`src/rtl/instr_fetch_decode.sv`:
```
// Instruction fetch FSM with a held instruction register and branch/jump decode.
// A fetch that sees no memory ack within WAIT_LIMIT cycles locks up in FAULT until reset.
module instr_fetch_decode #(
    parameter int WAIT_LIMIT = 15
) (
    input  logic        clock,
    input  logic        reset,
    input  logic [31:0] pc,
    input  logic        pc_valid,
    output logic        imem_req,
    output logic [31:0] imem_addr,
    input  logic        imem_ack,
    input  logic [31:0] imem_data,
    input  logic        zero,
    input  logic        instr_ready,
    output logic [31:0] instruction,
    output logic        instr_valid,
    output logic [31:0] extended_immediate,
    output logic [31:0] jump_address,
    output logic        select_branch,
    output logic        sign_jump,
    output logic        busy,
    output logic        fault
);

    localparam int CW = (WAIT_LIMIT > 1) ? $clog2(WAIT_LIMIT) : 1;
    localparam logic [CW-1:0] CNT_LAST = CW'(WAIT_LIMIT - 1);

    localparam logic [5:0] OP_J   = 6'b000010;
    localparam logic [5:0] OP_JAL = 6'b000011;
    localparam logic [5:0] OP_BEQ = 6'b000100;
    localparam logic [5:0] OP_BNE = 6'b000101;

    typedef enum logic [1:0] {
        IDLE,
        REQ,
        HOLD,
        FAULT
    } state_t;

    state_t        state, state_n;
    logic [CW-1:0] cnt, cnt_n;
    logic          req_n;
    logic [31:0]   addr_n;
    logic [31:0]   instr_n;
    logic          fault_n;

    always_ff @(posedge clock) begin
        if (reset) begin
            state       <= IDLE;
            cnt         <= '0;
            imem_req    <= 1'b0;
            imem_addr   <= 32'd0;
            instruction <= 32'd0;
            fault       <= 1'b0;
        end else begin
            state       <= state_n;
            cnt         <= cnt_n;
            imem_req    <= req_n;
            imem_addr   <= addr_n;
            instruction <= instr_n;
            fault       <= fault_n;
        end
    end

    always_comb begin
        state_n = state;
        cnt_n   = cnt;
        req_n   = imem_req;
        addr_n  = imem_addr;
        instr_n = instruction;
        fault_n = fault;
        unique case (state)
            IDLE: begin
                if (pc_valid) begin
                    state_n = REQ;
                    addr_n  = pc;
                    req_n   = 1'b1;
                    cnt_n   = '0;
                end
            end
            REQ: begin
                // A late ack on the final wait cycle still completes the fetch.
                if (imem_ack) begin
                    state_n = HOLD;
                    instr_n = imem_data;
                    req_n   = 1'b0;
                end else if (cnt == CNT_LAST) begin
                    state_n = FAULT;
                    req_n   = 1'b0;
                    fault_n = 1'b1;
                end else begin
                    cnt_n = cnt + CW'(1);
                end
            end
            HOLD: begin
                if (instr_ready) begin
                    if (pc_valid) begin
                        state_n = REQ;
                        addr_n  = pc;
                        req_n   = 1'b1;
                        cnt_n   = '0;
                    end else begin
                        state_n = IDLE;
                    end
                end
            end
            FAULT: begin
                req_n   = 1'b0;
                fault_n = 1'b1;
            end
            default: begin
                state_n = IDLE;
            end
        endcase
    end

    logic [5:0] opcode;
    logic [5:0] jump_hi;
    logic       is_jump;
    logic       take_branch;

    assign opcode      = instruction[31:26];
    assign instr_valid = (state == HOLD);
    assign busy        = (state != IDLE);

    // Upper six bits of imem_addr + 1, wrapping modulo 2^32.
    assign jump_hi = imem_addr[31:26] + {5'd0, &imem_addr[25:0]};

    assign jump_address       = {jump_hi, instruction[25:0]};
    assign extended_immediate = {{16{instruction[15]}}, instruction[15:0]};

    assign is_jump     = (opcode == OP_J) || (opcode == OP_JAL);
    assign take_branch = ((opcode == OP_BEQ) && zero)
                       || ((opcode == OP_BNE) && !zero);

    assign sign_jump     = instr_valid && is_jump;
    assign select_branch = instr_valid && take_branch && !is_jump;

endmodule

```
`config.mk`:
```
export PLATFORM = sky130hd
export DESIGN_NAME = instr_fetch_decode
export DESIGN_NICKNAME = d
export VERILOG_FILES = /design/src/rtl/instr_fetch_decode.sv
export SDC_FILE = /design/constraint.sdc
export NUM_CORES = 1
export LEC_CHECK = 0
export CAP_MARGIN = 20
export CORE_ASPECT_RATIO = 0.9
export CORE_MARGIN = 1
export CORE_UTILIZATION = 38
export CTS_CLUSTER_DIAMETER = 200
export CTS_CLUSTER_SIZE = 40
export DETAILED_ROUTE_END_ITERATION = 8
export PLACE_DENSITY_LB_ADDON = 0.05
export SLEW_MARGIN = 0
export SYNTH_ARGS = -nofsm -noshare
export SYNTH_HDL_FRONTEND = slang
export SYNTH_SLANG_ARGS = --single-unit
```
`constraint.sdc`:
```
create_clock -name clock -period 3.2 [get_ports clock]
set_clock_uncertainty 0.05 [all_clocks]
set_input_delay 0.8 -clock clock [delete_from_list [all_inputs] [get_ports clock]]
set_output_delay 0.8 -clock clock [all_outputs]
set_load 0.01 [all_outputs]
```
Word level (Yosys, flattened, before mapping)
Index checks and enable logic that the tools add are counted.
- reductions and logical operators: 21
- muxes and demuxes: 22
- $add $sub $neg: 2
- shift operators: 0
- $mul: 0
- eq/ne operators: 14
- bitwise logic cells: 0
- magnitude comparators: 0
- div/mod/pow operators: 0
- operator list (kind ; count):
    32-bit two-way mux ; 2
    32-bit one-hot mux with 2 select lines ; 1
    26-bit AND reduction ; 1
    4-bit two-way mux ; 4
    6-bit by 2-bit equality test with 1-bit output, second input constant ; 2
    6-bit by 3-bit equality test with 1-bit output, second input constant ; 2
    4-bit one-hot mux with 3 select lines ; 1
    2-bit != test, second input constant ; 5
    2-bit two-way mux ; 4
    4-bit AND reduction ; 2
    1-bit two-way mux ; 7
    6-bit by 1-bit adder with 6-bit output ; 1
    2-bit one-hot mux with 3 select lines ; 1
    2-bit AND reduction ; 3
    2-bit nonzero test ; 3
    1-bit logical AND ; 5
    4-bit by 1-bit adder with 4-bit output, second input constant ; 1
    2-bit equality test, second input constant ; 2
    4-bit equality test, second input constant ; 1
    1-bit one-hot mux with 4 select lines ; 1
    3-bit != test, second input constant ; 1
    3-bit AND reduction ; 1
    3-bit nonzero test ; 1
    2-bit by 1-bit equality test with 1-bit output, second input constant ; 1
    4 further kinds ; 6
- logic and storage cells: 65
- bits in registers: 72
- bits of input ports: 70
- latch bits: 0
- RAM bits: 0
- memories: 0
- memory bits (read-only): 0
- output and inout port bits: 134

Depth between registers and ports, before layout
Gate-level depths: netlist of run 1.
- word-level depth: 5
- depth in mapped cells: 8
- depth with buffers taken out: 6

Worst setup path before layout of run 1
No wires, ideal clock.
- path type: register to output
- start: reg imem_addr[4]
- end: out jump_address[29]
- path slack: 0.456 ns
- path buffers: 0
- data arrival time: 1.894 ns
- stages on the path, launching flop included: 7
- cell sequence: dfxtp_1 -> nand4_1 -> or4_1 -> nor4_1 -> ha_1 -> nand3_1 -> xnor2_1
- word-level cells in the longest chain between the ends: 2
- RTL lines (element ; RTL line ; RTL):
    start: declaration ; 11 ; output logic [31:0] imem_addr,
    start signal: assignment ; 60 ; imem_addr <= addr_n;
    26-bit AND reduction ; 128 ; assign jump_hi = imem_addr[31:26] + {5'd0, &imem_addr[25:0]};
    6-bit by 1-bit adder with 6-bit output ; 128 ;
    end: declaration ; 19 ; output logic [31:0] jump_address,
Every way passes these cells.

Worst setup path in the final report of run 1
- start: reg imem_addr[2]
- end: out jump_address[29]
Same word-level chain as after synthesis.

==> impl_metrics.tcl, run 1 <==
set metrics [dict create \
    grt.total_usage_pct 20.3 \
    ys_ff_latch 72 \
    drv_cap 0 \
    violations "setup timing" \
    p_per_area_nw_per_um2 634 \
    fillCellCount 783 \
    portBuffers 203 \
    netlist_area_um2 3510 \
    switching_power_mw 1.24 \
    status "finished, violations left" \
    grt_pass1_vias 3071 \
    swShare_pct 35.8 \
    ys_async_sr_fraction_pct 0 \
    place_area_um2 5220 \
    p_int_mw 2.23 \
    startpoint "imem_addr[2]" \
    worstMarginPinSlew_ns 1.01 \
    start_kind "flop" \
    setup_tns_ns -0.0196 \
    seq_area_frac_synth_pct 41.1 \
    drt-total-wl_mm 10.0 \
    htree_levels 3 \
    cts.clk_slew.worst_paths_ns 0.08 \
    final_util_pct 62.5 \
    criticalPathCategory "reg -> out" \
    ys_top_cells_by_area "dfxtp_1 41%, buf_4 12%, a21oi_1 9.6%" \
    reg2reg_from "state[0]" \
    fp.dieH_um 93.1 \
    ios 204 \
    gp_congestion 0.803 \
    core_um2 8770 \
    synth_ff_type "dfxtp_1" \
    syn_to_final_growth_pct 56.3 \
    slew_violations 0 \
    cts_buffers 9 \
    min_path_type "reg -> reg" \
    dp_cells 681 \
    crit_arrival_ns 2.37 \
    die-area_um2 9610 \
    insertion_delay_ns 0.34 \
    die_width_um 103 \
    via_per_inst 4.91 \
    yosysTopAreaCell "dfxtp_1" \
    grt_max_degree 41 \
    antenna_found_initial 0 \
    firstDrtPassIters 4 \
    drc 0 \
    p_clk_share_pct 22.7 \
    synth_top_area_share_pct 41.1 \
    ys_warn_count 0 \
    syn_inst 435 \
    seqPwrFrac_pct 34.2 \
    slew_headroom_pct 32.8 \
    synth_edf_count 0 \
    critPathCaptureType "output pin" \
    pwr-share-comb_pct 43.1 \
    yosysUniqueCellTypes 40 \
    hold_viol_final 0 \
    via_count 3428 \
    cts_tree "yes" \
    cts_sinks 72 \
    clock_path_buffers 2 \
    timing.fmax_mhz 311 \
    dp_hpwl_mm 7.17 \
    fin_hold_ws_ns 0.422 \
    synth_fp_nets 514 \
    grt_first_pass_wirelength_mm 15.1 \
    design_area_um2 5480 \
    yosys-top-cells-count "72 x dfxtp_1, 72 x nand2_1, 67 x a21oi_1" \
    worstPathMaxFanout 3 \
    critPathRequiredTime_ns 2.35 \
    synth_area_per_cell_um2 8.06 \
    min_from "instruction[23]" \
    final_cell_count_no_fill 698 \
    diodes 0 \
    wl_per_cell_um 14.3 \
    worstPathCellList "nand4_1 > or4_4 > nor4_4 > buf_4 > ha_4 > nand3_2 > xnor2_1 > buf_2" \
    min_period_over_period_pct 100 \
    layout_setup_ws_ns -0.0156 \
    cp_slowest_stage_delay_ns 0.57 \
    layout_min_cycle_time_ns 3.22 \
    drive_gt1_share_pct 8.98 \
    overflow 0 \
    cts_hold_repair.buffers 0 \
    drtIter0Drc 60 \
    initial_core_util_pct 40.0 \
    cp_slowest_cell "or4_4" \
    rows 32 \
    power.leakage_nw 1.95 \
    drtAntennaViolNets 0 \
    nets 653 \
    cts_root_buffer "clkbuf_8" \
    rsz0062_at_grt "true" \
    vdd_drop_max_mv 0.595 \
    setup_viol 2 \
]
## flip-flops by register name, indices dropped and copies added (netlist names)
register	count
fault	1
imem_addr	32
cnt	4
instruction	32
imem_req	1
state	2
## metal layers
| metal | routed length, um | GRT usage, % | share of wire [%] |
|---|---|---|---|
| met2 | 5090 | 35.3 | 51 |
| met1 | 4260 | 24.1 | 42 |
| met4 | 85 | 5.16 | 0.85 |
| met5 | 0 | 0 | 0 |
| met3 | 591 | 6.35 | 5.9 |
## power by group through the flow
stage | logic, mW | registers, mW | clock network (mW)
5_1_grt | 1.63 | 1.21 | 0.857
2_1_floorplan | 0.848 | 1.24 | 0
3_3_place_gp | 1.49 | 1.19 | 0
4_1_cts | 1.50 | 1.19 | 0.813
6_report | 1.50 | 1.19 | 0.787
3_5_place_dp | 1.51 | 1.20 | 0
## what timing repair did
| item | 4_1_cts | 5_1_grt |
|---|---|---|
| endpoints found under the setup margin | 6 | 6 |
| pin swaps | 1 | 6 |
| resized for setup | 24 | 13 |
| setup buffers | 0 | 1 |
## kinds of logic (layout without fill, tap and decap cells)
logic type	after synthesis	after routing	share of synthesized area (%)
flip-flops	72	72	41.1
buffers and inverters	95	239	17.1
AO/OA/AOI/OAI	115	115	18.2
adder cells (fa/ha/maj)	9	9	3.21
AND/OR/NAND/NOR	134	134	17.7
multiplexers	4	4	1.18
XOR/XNOR	6	6	1.50
## path summary, 6_finish.rpt
check                                         to  slack [ns]  cells after the start
worst max register to register      imem_addr[6]        1.16                      6
worst min-delay path             instruction[23]        0.42                      2
worst min register to register   instruction[23]        0.42                      2
worst max-delay path            jump_address[29]       -0.02                      8
## worst max-delay path: cells and delay by family, from the launching register on
family	cells	cell delay [ns]
flops	1	0.35
fa+ha+maj	1	0.14
simple gates	4	1.03
buf+inv	2	0.33
xor+xnor	1	0.16
## per-stage QoR
stage               worst slack [ns]  power (mW)
finish                       -0.0156        3.47
global route                  -0.143        3.70
CTS                          0.00517        3.50
detailed placement            -0.122        2.71
global placement             -0.0126        2.69
floorplan                      0.456        2.09
## placed cells by master (no fill, tap or decap), types with 2 or more instances in the layout
cell type and count:
inv_1 8, o21ai_1 32, dfxtp_1 68, nand2b_1 2
clkbuf_8 9, a21oi_1 67, mux2i_1 2, o41ai_1 4
a211oi_1 3, nand3_2 2, ha_1 7, nand2_1 72
bufinv_16 2, xnor2_1 5, clkinvlp_4 3, clkdlybuf4s50_1 195
dfxtp_2 4, buf_2 6, nand4_1 6, nor2b_1 4
nor2_1 2, buf_4 11, nand3_1 35, ha_4 2
## area by class of cell
class                           instances  area, um^2  area share [%]
Clock inverter                          7        96.3            1.76
Clock buffer                            9         124            2.26
Inverter                                8        30.0           0.548
Sequential cell                        72        1450            26.4
Multi-Input combinational cell        268        1530            28.0
Timing Repair Buffer                  215        2100            38.4
Tap cell                              119         149            2.72
(Power assumes the default switching activity.)
==> inputs of run 2 (changes only) <==
CTS_CLUSTER_DIAMETER = 40   (was 200)
TNS_END_PERCENT = 5   (was not set)
==> results of run 2 <==
Same layout as run 1: the final DEF is identical, and so are final timing and power.
==> edit 1, RTL diff (flow settings as in run 1) <==
Re-encode `state_t` (4 states) as Gray code, 2 bits wide.
--- a/src/rtl/instr_fetch_decode.sv
+++ b/src/rtl/instr_fetch_decode.sv
@@ -34,6 +34,6 @@
     typedef enum logic [1:0] {
-        IDLE,
-        REQ,
-        HOLD,
-        FAULT
+        IDLE  = 2'b00,
+        REQ   = 2'b01,
+        HOLD  = 2'b11,
+        FAULT = 2'b10
     } state_t;
Behaviour: same outputs for any inputs over 10 cycles, from zero or initial values and one cycle with reset high; not proved beyond that.
==> edit 1 against run 1 <==
  * The run still ends with setup timing left
  * Sequential cell count stayed put
  * Design area is 2.3% lower
  * Register-to-register slack got worse by 0.10 ns
  * Hold slack got worse by 0.0065 ns
  * Wire length is 8.8% lower
  * Worst setup slack lost 0.0076 ns
  * Sequential share of layout area grew 0.62 points
  * Synthesized cell count fell by 2.5%
  * Total power down 5.8%
  * Synthesized area shrank 4.6%
  * Utilization is essentially flat
  * Largest cell class unchanged
==> edit 1: results (changes against run 1) <==
DP HPWL: 6540 um (-8.8%)
Post-Route WL: 9130 um (-8.8%)
Reg-to-Reg Start: state[1]$_SDFFE_PP0P_
Met1 WL: 4010 um (-5.8%)
Largest net degree at the start of global routing: 42 (+2.4%)
Yosys cell types: 38 (-5.0%)
First-iteration detailed-routing DRC count: 107 (+78%)
Post-synthesis sequential area ratio: 0.431 (+0.0200)
VDD IR-drop max: 0.410 mV (-31%)
Ratio of cells with drive above 1 in the final layout: 0.0948 (+0.00502)
Status: complete, but fails checks
First-pass GRT wire length: 14000 um (-7.1%)
Critical-path top delay cell: or4_4
Residual DRC: 0 (unchanged)
Sum of negative setup slack: -0.0231 ns (-0.00349 ns)
DP Worst Slack: -0.209 ns (-0.0877 ns)
Worst Hold End: fault$_SDFFE_PP0P_
Met2 wire length: 4410 um (-13%)
Fillcell total: 811 (+3.6%)
Final GP Congestion: 0.823 (+2.5%)
Worst hold start: fault$_SDFFE_PP0P_
Met3 WL post-DR: 545 um (-7.8%)
Endpoints failing setup: 1 (-1)
Pleak: 1.97 nW (+1.1%)
Failing checks: setup timing
Total GRT Usage: 0.194 (-0.00914)
R2r setup slk: 1.06 ns (-0.10 ns)
Synthesized Nets: 504 (-1.9%)
Synth area leaders: dfxtp_1, nand2_1, buf_4, a21oi_1, ha_1
Final setup margin: -0.0231 ns (-0.00757 ns)
Instance area at placement: 5110 um^2 (-2.1%)
R2R Path End: cnt[0]$_SDFFE_PP0P_
Vias in the first global route: 2862 (-6.8%)
Total Nets Final: 655 (+0.31%)
Slew margin rel.: 0.554 (+0.226)
Routed vias/inst: 4.65 (-5.2%)
==> edit 1: cell count changes in the layout (fill, tap and decap cells not counted), sizes merged, moves of 3 or more <==
cell,run 1,this run
a21oi,67,71
mux2i,3,0
nand2,72,133
a211oi,4,1
nand3,37,5
o21ai,32,2
buf,18,23
o41ai,4,0
==> edit 1: worst min-delay path, stage by stage, from the launching register on <==
cell and delay (ns):
dfxtp_1 0.32, inv_1 0.05, a21oi_1 0.05
==> edit 1: layout make-up <==
cell class / instances / area, um^2 / share of cell area
Tap cell: 119 / 149 / 0.0278
Clock buffer: 9 / 124 / 0.0231
Timing Repair Buffer: 221 / 2160 / 0.403
Sequential cell: 72 / 1450 / 0.270
Inverter: 6 / 22.5 / 0.00421
Clock inverter: 7 / 72.6 / 0.0136
Multi-Input combinational cell: 265 / 1380 / 0.258
==> edit 1: cell families after synthesis <==
family                   Yosys count  synth area share
AO/OA/AOI/OAI                     82             0.132
XOR/XNOR                           5            0.0131
adder cells (fa/ha/maj)           10            0.0374
buffers and inverters             87             0.167
flip-flops                        72             0.431
multiplexers                       1           0.00337
AND/OR/NAND/NOR                  167             0.216
==> edit 1: worst max-delay path by stage <==
stage	from	to	slack [ns]	cells past startpoint
floorplan	imem_addr[5]$_SDFFE_PP0P_	jump_address[30]	0.38	7
global placement	imem_addr[5]$_SDFFE_PP0P_	jump_address[30]	-0.17	8
detailed placement	imem_addr[5]$_SDFFE_PP0P_	jump_address[30]	-0.21	8
CTS	imem_addr[4]$_SDFFE_PP0P_	jump_address[30]	-0.05	8
global route	imem_addr[2]$_SDFFE_PP0P_	jump_address[31]	-0.16	9
finish	imem_addr[2]$_SDFFE_PP0P_	jump_address[31]	-0.02	9
==> edit 1: repair_timing <==
action                                  4_1_cts  5_1_grt
setup buffers                                 1        1
pin swaps                                     2        3
endpoints found under the setup margin        8        5
resized for setup                            24        9
==> edit 1: stage by stage <==
| step | std cells | power [W] | hold slack, ns |
|---|---|---|---|
| final | 699 | 0.00327 | 0.415 |
| after global placement | 680 | 0.00256 | 0.386 |
| after detailed placement | 680 | 0.00258 | 0.405 |
| after floorplan | 424 | 0.00197 | 0.420 |
| after global routing | 699 | 0.00348 | 0.442 |
| after CTS | 697 | 0.00330 | 0.417 |
==> edit 1: power breakdown <==
| part | internal [W] | total [W] | switching [W] |
|---|---|---|---|
| combinational | 0.000722 | 0.00139 | 0.000663 |
| clock | 0.000359 | 0.000705 | 0.000346 |
| sequential | 0.00105 | 0.00118 | 0.000129 |
| total | 0.00213 | 0.00327 | 0.00114 |
==> edit 1: metal layers <==
metal  vias to the layer above  global-route usage
met5                         -                   0
met4                         0              0.0688
met3                        12              0.0516
met2                       119               0.329
met1                      1485               0.236
li1                       1637                   -
==> edit 2, RTL diff (config.mk and constraints of run 1) <==
Made on the original files. The parameter `WAIT_LIMIT` goes from 15 to 16.
--- a/src/rtl/instr_fetch_decode.sv
+++ b/src/rtl/instr_fetch_decode.sv
@@ -3,3 +3,3 @@
 module instr_fetch_decode #(
-    parameter int WAIT_LIMIT = 15
+    parameter int WAIT_LIMIT = 16
 ) (
Formal check against the unedited RTL: same outputs for any inputs over 10 cycles, from zero or initial values and one cycle with reset high; that may be too few to reach the edited logic, so the function may still have changed.
==> edit 2 against run 1 <==
  * Sequential cell count unchanged
  * Synthesized area is 0.93% lower
  * First-iteration DRC count grew 82%
  * Wire length grew 4.4%
  * Clock power grew 2%
  * Design area fell by 1.1%
  * Via count is 0.44% higher
  * Worst setup slack gained 0.13 ns
  * Total power down 0.17%
  * Critical path type unchanged
  * Critical endpoint unchanged
  * Largest cell class unchanged
==> edit 2: results (changes against run 1) <==
Status: finished clean
Yosys cell types: 37 (-7.5%)
Synthesized Nets: 510 (-0.78%)
Post-Synth XOR/XNOR Area: 0.0151 (+0.000140)
VDD IR-drop max: 0.591 mV (-0.66%)
Complex-gate fraction of the synthesized area: 0.177 (-0.00514)
Reg-to-Reg Start: state[0]$_SDFFE_PP0P_
Worst Hold End: instruction[29]$_SDFFE_PP0P_
Total Nets Final: 650 (-0.46%)
R2R Path End: imem_addr[7]$_SDFFE_PP0P_
Max incr delay on CP: 0.54 ns (-0.03 ns)
Vias in the first global route: 3196 (+4.1%)
Synth cell count leaders: nand2_1, dfxtp_1, a21oi_1, buf_4, nand3_1
Ratio of cells with drive above 1 in the final layout: 0.0884 (-0.00142)
Pleak: 1.94 nW (-0.52%)
H-tree levels: 3 (unchanged)
Worst-Margin Slew: 0.859 ns (-0.148 ns)
Clock buffer depth: 2 (unchanged)
Post-Synth Adder-Cell Area: 0.0288 (-0.00330)
Finished Layout Cells: 696 (-0.29%)
Critical-path top delay cell: or4_4
Instance area at placement: 5190 um^2 (-0.65%)
Wire length per cell: 15.0 um (+4.7%)
Fillcell total: 791 (+1.0%)
Total GRT Usage: 0.215 (+0.0112)
Critical path arrival: 2.23 ns (-0.14 ns)
First-pass GRT wire length: 15800 um (+4.8%)
First-iteration detailed-routing DRC count: 109 (+82%)
Detailed-route via count: 3443 (+0.44%)
Final GP Congestion: 0.783 (-2.4%)
Placed Instances: 680 (-0.15%)
Synth Area per Inst: 8.04 um^2 (-0.24%)
Post-synthesis sequential area ratio: 0.415 (+0.00385)
Clock root buffer master: clkbuf_8
Setup bufs post-CTS: 0 (unchanged)
Post-synthesis mux area share: 0.0119 (+0.000110)
Pre-antenna DRT Iters: 6 (+2)
TritonCTS Buffers: 9 (unchanged)
Worst hold start: instruction[29]$_SDFFE_PP0P_
Largest net degree at the start of global routing: 55 (+34%)
Synth area leaders: dfxtp_1, buf_4, a21oi_1, nand2_1, nand3_1
DP HPWL: 7510 um (+4.8%)
R2r setup slk: 1.21 ns (+0.05 ns)
==> edit 2: critical path, delay by kind of cell, from the launching register on <==
kind,cells,cell delay (ns)
and+or+nand+nor,4,0.96
DFF,1,0.35
adders and majority gates,1,0.29
buffers and inverters,1,0.16
xor gates and xnor gates,1,0.14
==> edit 2: per-stage QoR <==
| step | setup WS [ns] | utilization | hold slack [ns] | power (W) |
|---|---|---|---|---|
| finish | 0.116 | 0.621 | 0.420 | 0.00347 |
| global route | -0.0280 | 0.621 | 0.443 | 0.00369 |
| detailed placement | -0.166 | 0.594 | 0.411 | 0.00270 |
| floorplan | 0.493 | - | 0.411 | 0.00205 |
| global placement | -0.0676 | 0.594 | 0.407 | 0.00267 |
| CTS | -0.00989 | 0.623 | 0.422 | 0.00351 |
==> edit 2: how the worst max path moves through the flow <==
stage	start	to	slack, ns
6_report	imem_addr[2]$_SDFFE_PP0P_	jump_address[29]	0.12
2_1_floorplan	imem_addr[4]$_SDFFE_PP0P_	jump_address[29]	0.49
4_1_cts	imem_addr[4]$_SDFFE_PP0P_	jump_address[27]	-0.01
3_5_place_dp	imem_addr[4]$_SDFFE_PP0P_	jump_address[28]	-0.17
5_1_grt	imem_addr[3]$_SDFFE_PP0P_	jump_address[29]	-0.03
3_3_place_gp	imem_addr[4]$_SDFFE_PP0P_	jump_address[27]	-0.07
==> edit 2: kinds of logic (layout without fill, tap and decap cells) <==
logic type / Yosys count / after routing
XOR/XNOR: 6 / 6
buffers and inverters: 94 / 239
AND/OR/NAND/NOR: 135 / 135
adder cells (fa/ha/maj): 8 / 8
AO/OA/AOI/OAI: 113 / 113
flip-flops: 72 / 72
multiplexers: 4 / 4
==> edit 2: layout make-up <==
class	count	area, um^2	area share
repair buffers	216	2100	0.387
multi-input cells	266	1480	0.273
flip-flops and latches	72	1440	0.266
well taps	119	149	0.0275
clock buffers	11	141	0.0261
clock inverters	5	80.1	0.0148
inverters	7	26.3	0.00485
==> edit 2: power breakdown <==
part | switching (W) | total, W | internal (W)
Sequential | 0.000133 | 0.00118 | 0.00105
Clock | 0.000345 | 0.000805 | 0.000459
Combinational | 0.000742 | 0.00148 | 0.000739
==> edit 2: what timing repair did <==
action                     CTS  global route
setup endpoints to repair    6             5
pin swaps                    3             0
resized for setup           22             9
==> edit 2: layer usage <==
| metal | part of all wire | track usage | wire, um |
|---|---|---|---|
| met5 | 0 | 0 | 0 |
| met4 | 0.020 | 0.0669 | 211 |
| met3 | 0.067 | 0.0543 | 697 |
| met2 | 0.51 | 0.387 | 5320 |
| met1 | 0.40 | 0.245 | 4230 |
